## config.mk

```make
export PLATFORM = sky130hd
export DESIGN_NAME = rd_req_arbiter_flat
export DESIGN_NICKNAME = d
export VERILOG_FILES = /design/src/rtl/rd_req_arbiter_if.sv /design/src/rtl/rd_req_arbiter.sv /design/src/flat_wrapper.sv
export SDC_FILE = /design/constraint.sdc
export NUM_CORES = 1
export LEC_CHECK = 0
export BUFFER_PORTS_ARGS = -buffer_cell sky130_fd_sc_hd__buf_2
export CORE_AREA = 4 4 527 529
export CTS_CLUSTER_DIAMETER = 60
export DETAILED_ROUTE_END_ITERATION = 8
export DIE_AREA = 0 0 531 533
export PLACE_DENSITY = 0.37
export SETUP_SLACK_MARGIN = 0.4
export SYNTH_ARGS = -nofsm -noshare
export SYNTH_HDL_FRONTEND = slang
export SYNTH_SLANG_ARGS = --single-unit
```

## constraint.sdc

```tcl
create_clock -name clk -period 4.6 [get_ports clk]
set_clock_uncertainty 0.05 [all_clocks]
set_input_delay 0.92 -clock clk [delete_from_list [all_inputs] [get_ports clk]]
set_output_delay 0.92 -clock clk [all_outputs]
set_load 0.02 [all_outputs]
```

## src/rtl/rd_req_arbiter_if.sv

```systemverilog
// Bundle of every non-clock, non-reset signal of rd_req_arbiter.
//   slave  modport : the arbiter's view (requests and responses in, grants and
//                    routed traffic out).
//   master modport : the environment's view (SMEM lanes plus the IO block).
// Signals:
//   enable                 grant enable
//   req_valid / req_addr   per-requester request valid and 58-bit line address
//   req_ready              one-hot grant
//   spl_tx_rd_almostfull   IO read channel almost-full
//   cor_tx_rd_*            registered read request to IO
//   io_rx_*                read response from IO
//   rsp_valid / rsp_data   registered routed response
//   idle / tag_err         status
interface rd_req_arbiter_if #(
  parameter int N_REQ = 4,
  parameter int TAG_W = 16
);
  logic                 enable;
  logic [N_REQ-1:0]     req_valid;
  logic [N_REQ*58-1:0]  req_addr;
  logic [N_REQ-1:0]     req_ready;
  logic                 spl_tx_rd_almostfull;
  logic                 cor_tx_rd_valid;
  logic [57:0]          cor_tx_rd_addr;
  logic [TAG_W-1:0]     cor_tx_rd_tag;
  logic                 io_rx_rd_valid;
  logic [511:0]         io_rx_data;
  logic [TAG_W-1:0]     io_rx_tag;
  logic [N_REQ-1:0]     rsp_valid;
  logic [511:0]         rsp_data;
  logic                 idle;
  logic                 tag_err;

  modport slave (
    input  enable, req_valid, req_addr, spl_tx_rd_almostfull,
    input  io_rx_rd_valid, io_rx_data, io_rx_tag,
    output req_ready, cor_tx_rd_valid, cor_tx_rd_addr, cor_tx_rd_tag,
    output rsp_valid, rsp_data, idle, tag_err
  );

  modport master (
    output enable, req_valid, req_addr, spl_tx_rd_almostfull,
    output io_rx_rd_valid, io_rx_data, io_rx_tag,
    input  req_ready, cor_tx_rd_valid, cor_tx_rd_addr, cor_tx_rd_tag,
    input  rsp_valid, rsp_data, idle, tag_err
  );
endinterface

```

## src/rtl/rd_req_arbiter.sv

```systemverilog
// Round-robin arbiter sharing the single core-to-IO read request channel among
// N_REQ SMEM lanes. Each issued request carries the winning requester ID in the
// low tag bits; each response is routed back to the requester named in its
// tag. Per-requester and global outstanding limits are enforced, and new grants
// stop while the IO channel reports almost-full.
// Ports:
//   clk        clock
//   spl_reset  synchronous active-high reset
//   bus        rd_req_arbiter_if.slave (request, IO and response signals)
module rd_req_arbiter #(
  parameter int N_REQ       = 4,
  parameter int TAG_W       = 16,
  parameter int MAX_PER_REQ = 8,
  parameter int MAX_TOTAL   = 32
) (
  input  logic          clk,
  input  logic          spl_reset,
  rd_req_arbiter_if.slave bus
);
  localparam int ID_W   = $clog2(N_REQ);
  localparam int CNT_W  = $clog2(MAX_PER_REQ + 1);
  localparam int TOT_W  = $clog2(MAX_TOTAL + 1);
  localparam int ADDR_W = 58;
  localparam int DATA_W = 512;
  localparam logic [CNT_W-1:0] CNT_MAX = CNT_W'(MAX_PER_REQ);
  localparam logic [TOT_W-1:0] TOT_MAX = TOT_W'(MAX_TOTAL);

  logic [CNT_W-1:0]  cnt [N_REQ];
  logic [TOT_W-1:0]  total;
  logic [ID_W-1:0]   ptr;

  logic [N_REQ-1:0]  elig;
  logic [N_REQ-1:0]  grant_oh;
  logic              grant_vld;
  logic [ID_W-1:0]   grant_id;
  int                idx;
  logic [ID_W-1:0]   cand;

  logic [ID_W-1:0]   rsp_id;
  logic [ID_W-1:0]   rsp_sel;
  logic              rsp_in_range;
  logic              rsp_hi_zero;
  logic              rsp_ok;
  logic              rsp_bad;
  logic              any_out;

  logic              tx_vld_p1;
  logic [ADDR_W-1:0] tx_addr_p1;
  logic [TAG_W-1:0]  tx_tag_p1;
  logic [N_REQ-1:0]  rsp_vld_p1;
  logic [DATA_W-1:0] rsp_data_p1;
  logic              tag_err_q;

  // Eligibility uses registered counts only, so a response arriving in the
  // same cycle cannot unblock a requester sitting at its limit.
  always_comb begin
    for (int i = 0; i < N_REQ; i++) begin
      elig[i] = bus.req_valid[i] && bus.enable && !bus.spl_tx_rd_almostfull &&
                (cnt[i] < CNT_MAX) && (total < TOT_MAX);
    end
  end

  always_comb begin
    grant_vld = 1'b0;
    grant_id  = '0;
    grant_oh  = '0;
    idx       = 0;
    cand      = '0;
    for (int k = 0; k < N_REQ; k++) begin
      idx = int'(ptr) + k;
      if (idx >= N_REQ) idx = idx - N_REQ;
      cand = ID_W'(idx);
      if (!grant_vld && elig[cand]) begin
        grant_vld      = 1'b1;
        grant_id       = cand;
        grant_oh[cand] = 1'b1;
      end
    end
  end

  // Response decode; rsp_sel keeps the counter lookup in range when the ID
  // field names a requester that does not exist.
  always_comb begin
    rsp_id       = bus.io_rx_tag[ID_W-1:0];
    rsp_in_range = (int'(rsp_id) < N_REQ);
    rsp_hi_zero  = (bus.io_rx_tag[TAG_W-1:ID_W] == '0);
    rsp_sel      = rsp_in_range ? rsp_id : '0;
    rsp_ok       = bus.io_rx_rd_valid && rsp_in_range && rsp_hi_zero &&
                   (cnt[rsp_sel] != '0);
    rsp_bad      = bus.io_rx_rd_valid && !rsp_ok;
  end

  always_comb begin
    any_out = 1'b0;
    for (int i = 0; i < N_REQ; i++) begin
      any_out = any_out | (cnt[i] != '0);
    end
  end

  // Outstanding counters and round-robin pointer
  always_ff @(posedge clk) begin
    if (spl_reset) begin
      for (int i = 0; i < N_REQ; i++) cnt[i] <= '0;
      total <= '0;
      ptr   <= '0;
    end else begin
      for (int i = 0; i < N_REQ; i++) begin
        if (grant_vld && grant_id == ID_W'(i) && !(rsp_ok && rsp_sel == ID_W'(i)))
          cnt[i] <= cnt[i] + CNT_W'(1);
        else if (rsp_ok && rsp_sel == ID_W'(i) && !(grant_vld && grant_id == ID_W'(i)))
          cnt[i] <= cnt[i] - CNT_W'(1);
      end
      if (grant_vld && !rsp_ok)
        total <= total + TOT_W'(1);
      else if (rsp_ok && !grant_vld)
        total <= total - TOT_W'(1);
      if (grant_vld)
        ptr <= (int'(grant_id) == N_REQ - 1) ? '0 : grant_id + ID_W'(1);
    end
  end

  // Stage p1: registered request and routed response
  always_ff @(posedge clk) begin
    if (spl_reset) begin
      tx_vld_p1   <= 1'b0;
      tx_addr_p1  <= '0;
      tx_tag_p1   <= '0;
      rsp_vld_p1  <= '0;
      rsp_data_p1 <= '0;
      tag_err_q   <= 1'b0;
    end else begin
      tx_vld_p1 <= grant_vld;
      if (grant_vld) begin
        tx_addr_p1 <= bus.req_addr[int'(grant_id)*ADDR_W +: ADDR_W];
        tx_tag_p1  <= TAG_W'(grant_id);
      end
      rsp_vld_p1 <= rsp_ok ? (N_REQ'(1) << rsp_sel) : '0;
      if (rsp_ok) rsp_data_p1 <= bus.io_rx_data;
      if (rsp_bad) tag_err_q <= 1'b1;
    end
  end

  assign bus.req_ready       = grant_oh;
  assign bus.cor_tx_rd_valid = tx_vld_p1;
  assign bus.cor_tx_rd_addr  = tx_addr_p1;
  assign bus.cor_tx_rd_tag   = tx_tag_p1;
  assign bus.rsp_valid       = rsp_vld_p1;
  assign bus.rsp_data        = rsp_data_p1;
  assign bus.idle            = !any_out && !tx_vld_p1;
  assign bus.tag_err         = tag_err_q;
endmodule

```

## src/flat_wrapper.sv

```systemverilog
// flat-port wrapper written by rule: the top's interface ports become plain ports
module rd_req_arbiter_flat 
#(
  parameter int N_REQ       = 4,
  parameter int TAG_W       = 16,
  parameter int MAX_PER_REQ = 8,
  parameter int MAX_TOTAL   = 32
)
  (clk, spl_reset, bus_enable, bus_req_valid, bus_req_addr, bus_spl_tx_rd_almostfull, bus_io_rx_rd_valid, bus_io_rx_data, bus_io_rx_tag, bus_req_ready, bus_cor_tx_rd_valid, bus_cor_tx_rd_addr, bus_cor_tx_rd_tag, bus_rsp_valid, bus_rsp_data, bus_idle, bus_tag_err);
  rd_req_arbiter_if #(.N_REQ(N_REQ), .TAG_W(TAG_W)) bus_i ();
  input  logic clk;
  input  logic spl_reset;
  input wire logic [$bits(bus_i.enable)-1:0] bus_enable;
  input wire logic [$bits(bus_i.req_valid)-1:0] bus_req_valid;
  input wire logic [$bits(bus_i.req_addr)-1:0] bus_req_addr;
  input wire logic [$bits(bus_i.spl_tx_rd_almostfull)-1:0] bus_spl_tx_rd_almostfull;
  input wire logic [$bits(bus_i.io_rx_rd_valid)-1:0] bus_io_rx_rd_valid;
  input wire logic [$bits(bus_i.io_rx_data)-1:0] bus_io_rx_data;
  input wire logic [$bits(bus_i.io_rx_tag)-1:0] bus_io_rx_tag;
  output wire logic [$bits(bus_i.req_ready)-1:0] bus_req_ready;
  output wire logic [$bits(bus_i.cor_tx_rd_valid)-1:0] bus_cor_tx_rd_valid;
  output wire logic [$bits(bus_i.cor_tx_rd_addr)-1:0] bus_cor_tx_rd_addr;
  output wire logic [$bits(bus_i.cor_tx_rd_tag)-1:0] bus_cor_tx_rd_tag;
  output wire logic [$bits(bus_i.rsp_valid)-1:0] bus_rsp_valid;
  output wire logic [$bits(bus_i.rsp_data)-1:0] bus_rsp_data;
  output wire logic [$bits(bus_i.idle)-1:0] bus_idle;
  output wire logic [$bits(bus_i.tag_err)-1:0] bus_tag_err;
  assign bus_i.enable = bus_enable;
  assign bus_i.req_valid = bus_req_valid;
  assign bus_i.req_addr = bus_req_addr;
  assign bus_i.spl_tx_rd_almostfull = bus_spl_tx_rd_almostfull;
  assign bus_i.io_rx_rd_valid = bus_io_rx_rd_valid;
  assign bus_i.io_rx_data = bus_io_rx_data;
  assign bus_i.io_rx_tag = bus_io_rx_tag;
  assign bus_req_ready = bus_i.req_ready;
  assign bus_cor_tx_rd_valid = bus_i.cor_tx_rd_valid;
  assign bus_cor_tx_rd_addr = bus_i.cor_tx_rd_addr;
  assign bus_cor_tx_rd_tag = bus_i.cor_tx_rd_tag;
  assign bus_rsp_valid = bus_i.rsp_valid;
  assign bus_rsp_data = bus_i.rsp_data;
  assign bus_idle = bus_i.idle;
  assign bus_tag_err = bus_i.tag_err;
  rd_req_arbiter #(.N_REQ(N_REQ), .TAG_W(TAG_W), .MAX_PER_REQ(MAX_PER_REQ), .MAX_TOTAL(MAX_TOTAL)) u_core (.clk(clk), .spl_reset(spl_reset), .bus(bus_i));
endmodule
```

Word-level counts from Yosys, hierarchy flattened
Memories as Yosys holds them, arrays and structs flattened.
Index checks and enable logic that the tools add are counted.
{ "classes": {"n_bitwise": 15, "n_reduce_logical": 71, "n_addsub": 18, "magnitude_cmp": 17, "mux": 73, "multipliers": 1, "shifts": 2, "eq_ne": 7} }
{ "op_table": {"columns": ["op", "count"], "rows": [
  ["indexed part select 232 x 32 -> 58 bit", 1],
  ["2-to-1 mux 4 bit", 12],
  ["logical AND 1 bit", 45],
  ["2-to-1 mux 1 bit", 42],
  ["nonzero test 4 bit", 5],
  ["2-to-1 mux 2 bit", 9],
  ["adder 4 x 1 -> 4 bit (second input constant)", 4],
  ["logical NOT 1 bit", 16],
  ["less-than comparator 4 bit (second input constant)", 4],
  ["subtractor 4 x 1 -> 4 bit (second input constant)", 4],
  ["logical NOT 14 bit", 1],
  ["less-than comparator 2 x 3 -> 1 bit (second input constant)", 4],
  ["2-to-1 mux 6 bit", 2],
  ["bitwise OR 4 bit", 3],
  ["bitwise OR 1 bit", 11],
  ["greater-or-equal comparator 3 bit (second input constant)", 3],
  ["binary-select mux 1 bit (select 2 bit)", 4],
  ["demux 1 bit (select 2 bit)", 4],
  ["equality test 2 bit (second input constant)", 4],
  ["greater-or-equal comparator 2 x 1 -> 1 bit (second input constant)", 4],
  ["subtractor 2 x 1 -> 2 bit (second input constant)", 4],
  ["multiplier 2 x 5 -> 7 bit (second input constant)", 1],
  ["adder 2 x 2 -> 3 bit (second input constant)", 2],
  ["adder 6 x 1 -> 6 bit (second input constant)", 1],
  ["11 further kinds", 14]
]} }
{ "totals": {"reg_bits": 586, "mem_count": 1, "elab_cells": 213, "ram_bits": 16, "output_inout_bits": 597, "in_bits": 769} }
{ "memory_table": {"columns": ["memory", "depth", "word_bits", "read_ports", "rd_ports_with_merged_regs", "write_ports", "line", "text"], "rows": [
  ["u_core.cnt", 4, 4, 5, 0, 4, "rd_req_arbiter.sv:28", "logic [CNT_W-1:0] cnt [N_REQ];"]
]} }

Longest topological paths before layout
{ "logic_depth": {"ltp_word": 25, "ltp_mapped": 19, "mapped_depth_nobuf": 16} }

Worst setup path before layout
Ideal clock, no wire load.
{ "synth_path": {"path_type": "input to register", "start": "in bus_spl_tx_rd_almostfull", "end": "mem u_core.cnt[1][3] in the netlist's numbering, data pin", "required_time_ns": 4.403, "setup_ns": 0.147, "arrival_ns": 3.981, "n_path_buf": 3, "stages": 15, "slack_ns": 0.422, "path_cell_list": "or3b_1 -> nor3_2 -> a221oi_4 -> or2_4 -> buf_8 -> buf_12 -> buf_6 -> o21ai_0 -> inv_1 -> ha_1 -> a21o_1 -> a21oi_1 -> xor2_1 -> or4_1 -> a21oi_1"} }
{ "synth_rtl": {"columns": ["item", "line", "text"], "rows": [
  ["from (decl)", "flat_wrapper.sv:16", "input wire logic [$bits(bus_i.spl_tx_rd_almostfull)-1:0] bus_spl_tx_rd_almostfull;"],
  ["to (decl)", "rd_req_arbiter.sv:28", null]
]} }

Final worst setup path
{ "layout_path": {"start": "reg u_core.ptr[0]", "end": "out bus_req_ready[0]"} }
{ "layout_between": {"elab_chain_cells": 14, "word_cells_on_any_way": 59, "classes_between": "add/sub (7); order compare (12); mux (27); bitwise (3); reduce/logical (10)"} }
{ "layout_lines": {"columns": ["item", "line", "text"], "rows": [
  ["from (decl)", "rd_req_arbiter.sv:30", "logic [ID_W-1:0] ptr;"],
  ["from (signal assigned)", "rd_req_arbiter.sv:118", "ptr <= (int'(grant_id) == N_REQ - 1) ? '0 : grant_id + ID_W'(1);"],
  ["branches (longest 13 deep; another with adder 2 x 1 -> 3 bit)", null, null],
  ["2-to-1 mux 4 bit *", "rd_req_arbiter.sv:73", "if (!grant_vld && elig[cand]) begin"],
  ["to (decl)", "flat_wrapper.sv:20", "output wire logic [$bits(bus_i.req_ready)-1:0] bus_req_ready;"]
]} }
Mark *: on every way between the ends. The select of a mux whose other input is x is not followed.

==> flow_results.org <==
** Synthesis
- The cell count after synthesis came out at 2857.
- For this run, the register share of the synthesized area comes to 0.5187.
- Netlist cell types :: 62
- Biggest area consumer among synthesized cells :: sky130_fd_sc_hd__dfxtp_1
- Proportion of register bits with asynchronous set or reset after synthesis :: 0
- Number of enable flip-flop cells after synthesis :: 16
- Mapped Avg Cell Area :: 8.241 um2
- Primary FF master, synth :: sky130_fd_sc_hd__dfxtp_1
- The synthesized netlist occupies a cell area of 0.02355 mm2.
- Synth warn :: 0
- Main area contributors after synthesis :: sky130_fd_sc_hd__dfxtp_1, sky130_fd_sc_hd__nand2_1, sky130_fd_sc_hd__a21oi_1, sky130_fd_sc_hd__clkbuf_1, sky130_fd_sc_hd__mux4_2
- Share of Yosys cell area claimed by the top area cell type :: 0.4982
- Counting flops and latches in the post-synthesis netlist gives 602.

** GRT
- The first global-routing pass estimated 234400 um of wire.
- Initial antenna violation count :: 144
- Pin count of the biggest net entering global routing :: 150
- GRT Util Overall :: 0.1202
- The number of global-route vias before repair was 25950.
- After global routing the overflow that remains totals 0.

** Route
- Routed Wire Length :: 180900 um
- After detailed routing, the number of remaining DRC violations is 0.
- After the first detailed-routing iteration, the DRC count stood at 1740.
- After detailed routing, the number of vias per cell comes to 3.386.
- Wire per inst :: 23.09 um
- The pre-antenna-repair detailed-routing pass consisted of 7 iterations.
- Routed Antenna Nets :: 0
- Vias after detailed routing :: 26530

** Floorplanning
- Die Span Y :: 533 um
- Pin placement for this block handled 1366 I/O pins.
- After floorplanning, the core was divided into 192 placement rows.
- Effective utilization at floorplan :: 0.08628
- Die Outline Area :: 0.2830 mm2
- Core region area :: 0.2729 mm2
- Die width :: 531 um

** Place
- Weighted congestion at the end of routability-driven global placement :: 0.9372
- HPWL Detailed :: 149500 um
- In this run the tool buffered the top-level ports with 1351 buffer cells.
- Including well taps, the total number of placed cells is 7637.

** Setup path
- In this design, the largest share of critical-path delay is due to buffers and inverters.
- In this run the worst path has a maximum fanout of 19.
- Worst Path Class, Setup :: flop to primary output
- Maximum cell stage delay along the critical path :: 0.39 ns
- Required time at the endpoint of the critical path :: 3.63 ns
- The setup check on the worst reg-to-reg path leaves a slack of 0.76 ns.
- Critical-path cell with the highest stage delay :: sky130_fd_sc_hd__dfxtp_1
- The worst setup path is launched from a flop.
- Worst Path Arrival :: 3.06 ns
- Together, buffers and inverters on the worst path number 4.
- By instance count, the cell type seen most on the critical path is sky130_fd_sc_hd__buf_4.
- Sort of element at the end of the critical path :: primary output
- Ordered cell list for the critical path :: inv_2 > ha_1 > buf_4 > nand4bb_1 > o211ai_1 > nor4_1 > buf_4 > a22oi_1 > o21ai_2 > buf_2

** Clock network
- Maximum number of buffers from clock root to sink :: 4
- Clock latency on the worst-skew pair, taken at its later pin, is 0.78 ns.
- Counting the buffers created by CTS gives 100.
- After clock tree synthesis, the clock-pin slew on the worst setup and hold paths is 0.06 ns.
- For this design, the sink count on the clock tree is 602.
- TritonCTS built the clock tree.
- Setup fix buffers added after clock tree synthesis :: 0
- The H-tree was split into 3 levels.
- The tree is rooted in a sky130_fd_sc_hd__clkbuf_16.
- The number of hold buffers added after CTS was 0.
- After clock tree synthesis, the repair step resized 5 gates.

** Power
- Leak Pwr :: 15.77 nW
- Share of total power in combinational logic :: 0.094
- Of the total power, the clock network draws 0.536.
- Of the total power, the share spent switching nets is 0.2648.
- Switching power total :: 0.003832 W
- Across the VDD grid, the largest voltage drop is 0.2925 mV.
- Power per cell area :: 382.3 mW/mm2
- Of the total power, registers draw 0.370.
- Internal power comes to 0.01064 W.

** Cells and area
- In the final layout, the share of cells above drive strength 1 is 0.3836.
- Nets :: 4942
- The count of cells in the finished layout, fillers not included, comes to 7835.
- The area growth from synthesis to layout is 60.79%.

** Timing
- Measured against its own limit, the worst slew margin works out to 0.2373.
- Setup violations remaining at the end of the flow were counted as 0.
- The max-slew violation total from the final report came to 0.
- Setup repair after global routing missed its margin :: false
- Final critical-path share of the clock period :: 0.8751
- Shortest period the worst path allows :: 4.026 ns
- Derived from the worst setup path, the maximum achievable clock frequency is 248.4 MHz.
- Adding up every negative setup slack in the final design gives 0 ns.
- The final hold violation count is 0.
- At the pin with the least slew margin, the transition time is 1.144 ns.

** Flow run
- Maxcap violations :: 0

** Outcome
- Result of the run :: finished clean

** Hold path
- Hold Crit Class :: primary input to flop
worst reg2reg max path: stages, from the launching register on:
cell and delay, ns:
sky130_fd_sc_hd__dfxtp_1 0.39, sky130_fd_sc_hd__inv_2 0.05, sky130_fd_sc_hd__ha_1 0.30, sky130_fd_sc_hd__or3b_1 0.40, sky130_fd_sc_hd__a211oi_1 0.35, sky130_fd_sc_hd__nor3_1 0.10, sky130_fd_sc_hd__o22ai_2 0.23, sky130_fd_sc_hd__or2_4 0.17
sky130_fd_sc_hd__buf_12 0.42, sky130_fd_sc_hd__clkinv_1 0.20, sky130_fd_sc_hd__ha_1 0.27, sky130_fd_sc_hd__and3_1 0.19, sky130_fd_sc_hd__a221oi_1 0.37, sky130_fd_sc_hd__a21oi_1 0.08
through the flow:
stage                     power (W)  hold slack (ns)  area (um2)  worst slack [ns]    util
after detailed placement   0.006826           0.3934       34420            0.2217  0.1261
after CTS                   0.01482           0.2056       37790            0.3825  0.1385
final                       0.01447           0.3103       37860            0.5744  0.1387
after global placement     0.006823           0.3888       34420            0.2188  0.1261
after floorplan            0.006084           0.4150       23590            0.4223       -
after global routing        0.01506           0.2539       37820            0.4050  0.1386
power groups by stage:
| stage | Clock (W) | Sequential [W] | Combinational, W |
|---|---|---|---|
| after detailed placement | 0 | 0.00546 | 0.00137 |
| after global routing | 0.00825 | 0.00535 | 0.00146 |
| after CTS | 0.00810 | 0.00535 | 0.00137 |
| after global placement | 0 | 0.00546 | 0.00137 |
| after floorplan | 0 | 0.00551 | 0.000577 |
| final | 0.00776 | 0.00535 | 0.00137 |
cell type report:
cell class / count / area [um2]
Multi-Input combinational cell: 2013 / 10340
Clock buffer: 132 / 2816
Timing Repair Buffer: 1411 / 7317
Sequential cell: 602 / 12210
Tap cell: 3589 / 4491
Inverter: 22 / 90.09
Fill cell: 31610 / 235000
Antenna cell: 20 / 50.05
Clock inverter: 46 / 544.3
final timing paths:
kind | startpoint | end | depth (start not counted)
hold reg to reg | u_core.bus.rsp_data[398]$_SDFFE_PP0P_ | u_core.bus.rsp_data[398]$_SDFFE_PP0P_ | 2
setup / recovery | u_core.ptr[0]$_SDFFE_PP0N_ | bus_req_ready[0] | 10
hold / removal | bus_io_rx_data[480] | u_core.bus.rsp_data[480]$_SDFFE_PP0P_ | 3
setup reg to reg | u_core.ptr[0]$_SDFFE_PP0N_ | u_core.cnt[3][2]$_DFFE_PP_ | 13
state kept, by name, indices dropped and copies added, names as in the netlist:
signal	cells
u_core.bus.tag_err	1
u_core.bus.rsp_data	512
u_core.cnt	16
u_core.ptr	2
u_core.bus.cor_tx_rd_tag	2
u_core.total	6
u_core.bus.cor_tx_rd_valid	1
u_core.bus.rsp_valid	4
u_core.bus.cor_tx_rd_addr	58
Yosys cell counts (all sizes together), types with 3 or more instances:
library cell and instances:
nand2 1036, dfxtp 586, a21oi 535, clkbuf 202, nor2 55, a211oi 38, mux2i 36, a2111oi 33
a21o 33, o21a 33, buf 31, mux4 27, nor3b 27, inv 20, ha 19, edfxtp 16
nor3 15, nand3 12, o21ai 11, xor2 11, nand2b 9, nor4 9, a22oi 8, or3 7
fa 4, nor2b 4, o211ai 4, and3 3, or4 3, xnor2 3
cell usage in the layout, fill, tap and decap left out, types with 11 or more instances in the layout:
master	n
sky130_fd_sc_hd__buf_2	1347
sky130_fd_sc_hd__nand2_1	1036
sky130_fd_sc_hd__dfxtp_1	586
sky130_fd_sc_hd__a21oi_1	534
sky130_fd_sc_hd__clkbuf_16	103
sky130_fd_sc_hd__buf_4	56
sky130_fd_sc_hd__nor2_1	52
sky130_fd_sc_hd__a211oi_1	38
sky130_fd_sc_hd__mux2i_1	35
sky130_fd_sc_hd__a21o_1	33
sky130_fd_sc_hd__o21a_1	33
sky130_fd_sc_hd__mux4_2	27
sky130_fd_sc_hd__nor3b_1	26
sky130_fd_sc_hd__a2111oi_1	25
sky130_fd_sc_hd__diode_2	20
sky130_fd_sc_hd__ha_1	19
sky130_fd_sc_hd__inv_1	16
sky130_fd_sc_hd__clkbuf_1	16
sky130_fd_sc_hd__edfxtp_1	16
sky130_fd_sc_hd__nor3_1	14
sky130_fd_sc_hd__conb_1	14
sky130_fd_sc_hd__clkbuf_8	13
sky130_fd_sc_hd__nand3_1	12
sky130_fd_sc_hd__xor2_1	11
cell families after synthesis:
kind of cell	Yosys count	synth area share
AOI/OAI and AO/OA	706	0.1718
xor gates and xnor gates	14	0.005208
adders and majority gates	23	0.01350
buffers and inverters	255	0.04607
DFF	602	0.5187
muxes	63	0.04166
other	1	0.0001593
and+or+nand+nor	1193	0.2030
routing by layer:
metal	track usage	up-vias	share of wire
met5	0	-	0.0027
met4	0.03540	78	0.034
met3	0.06750	341	0.14
met2	0.1817	1455	0.42
met1	0.1445	12480	0.41
li1	-	12170	-
Note: power is estimated with default switching activity, not from simulation.
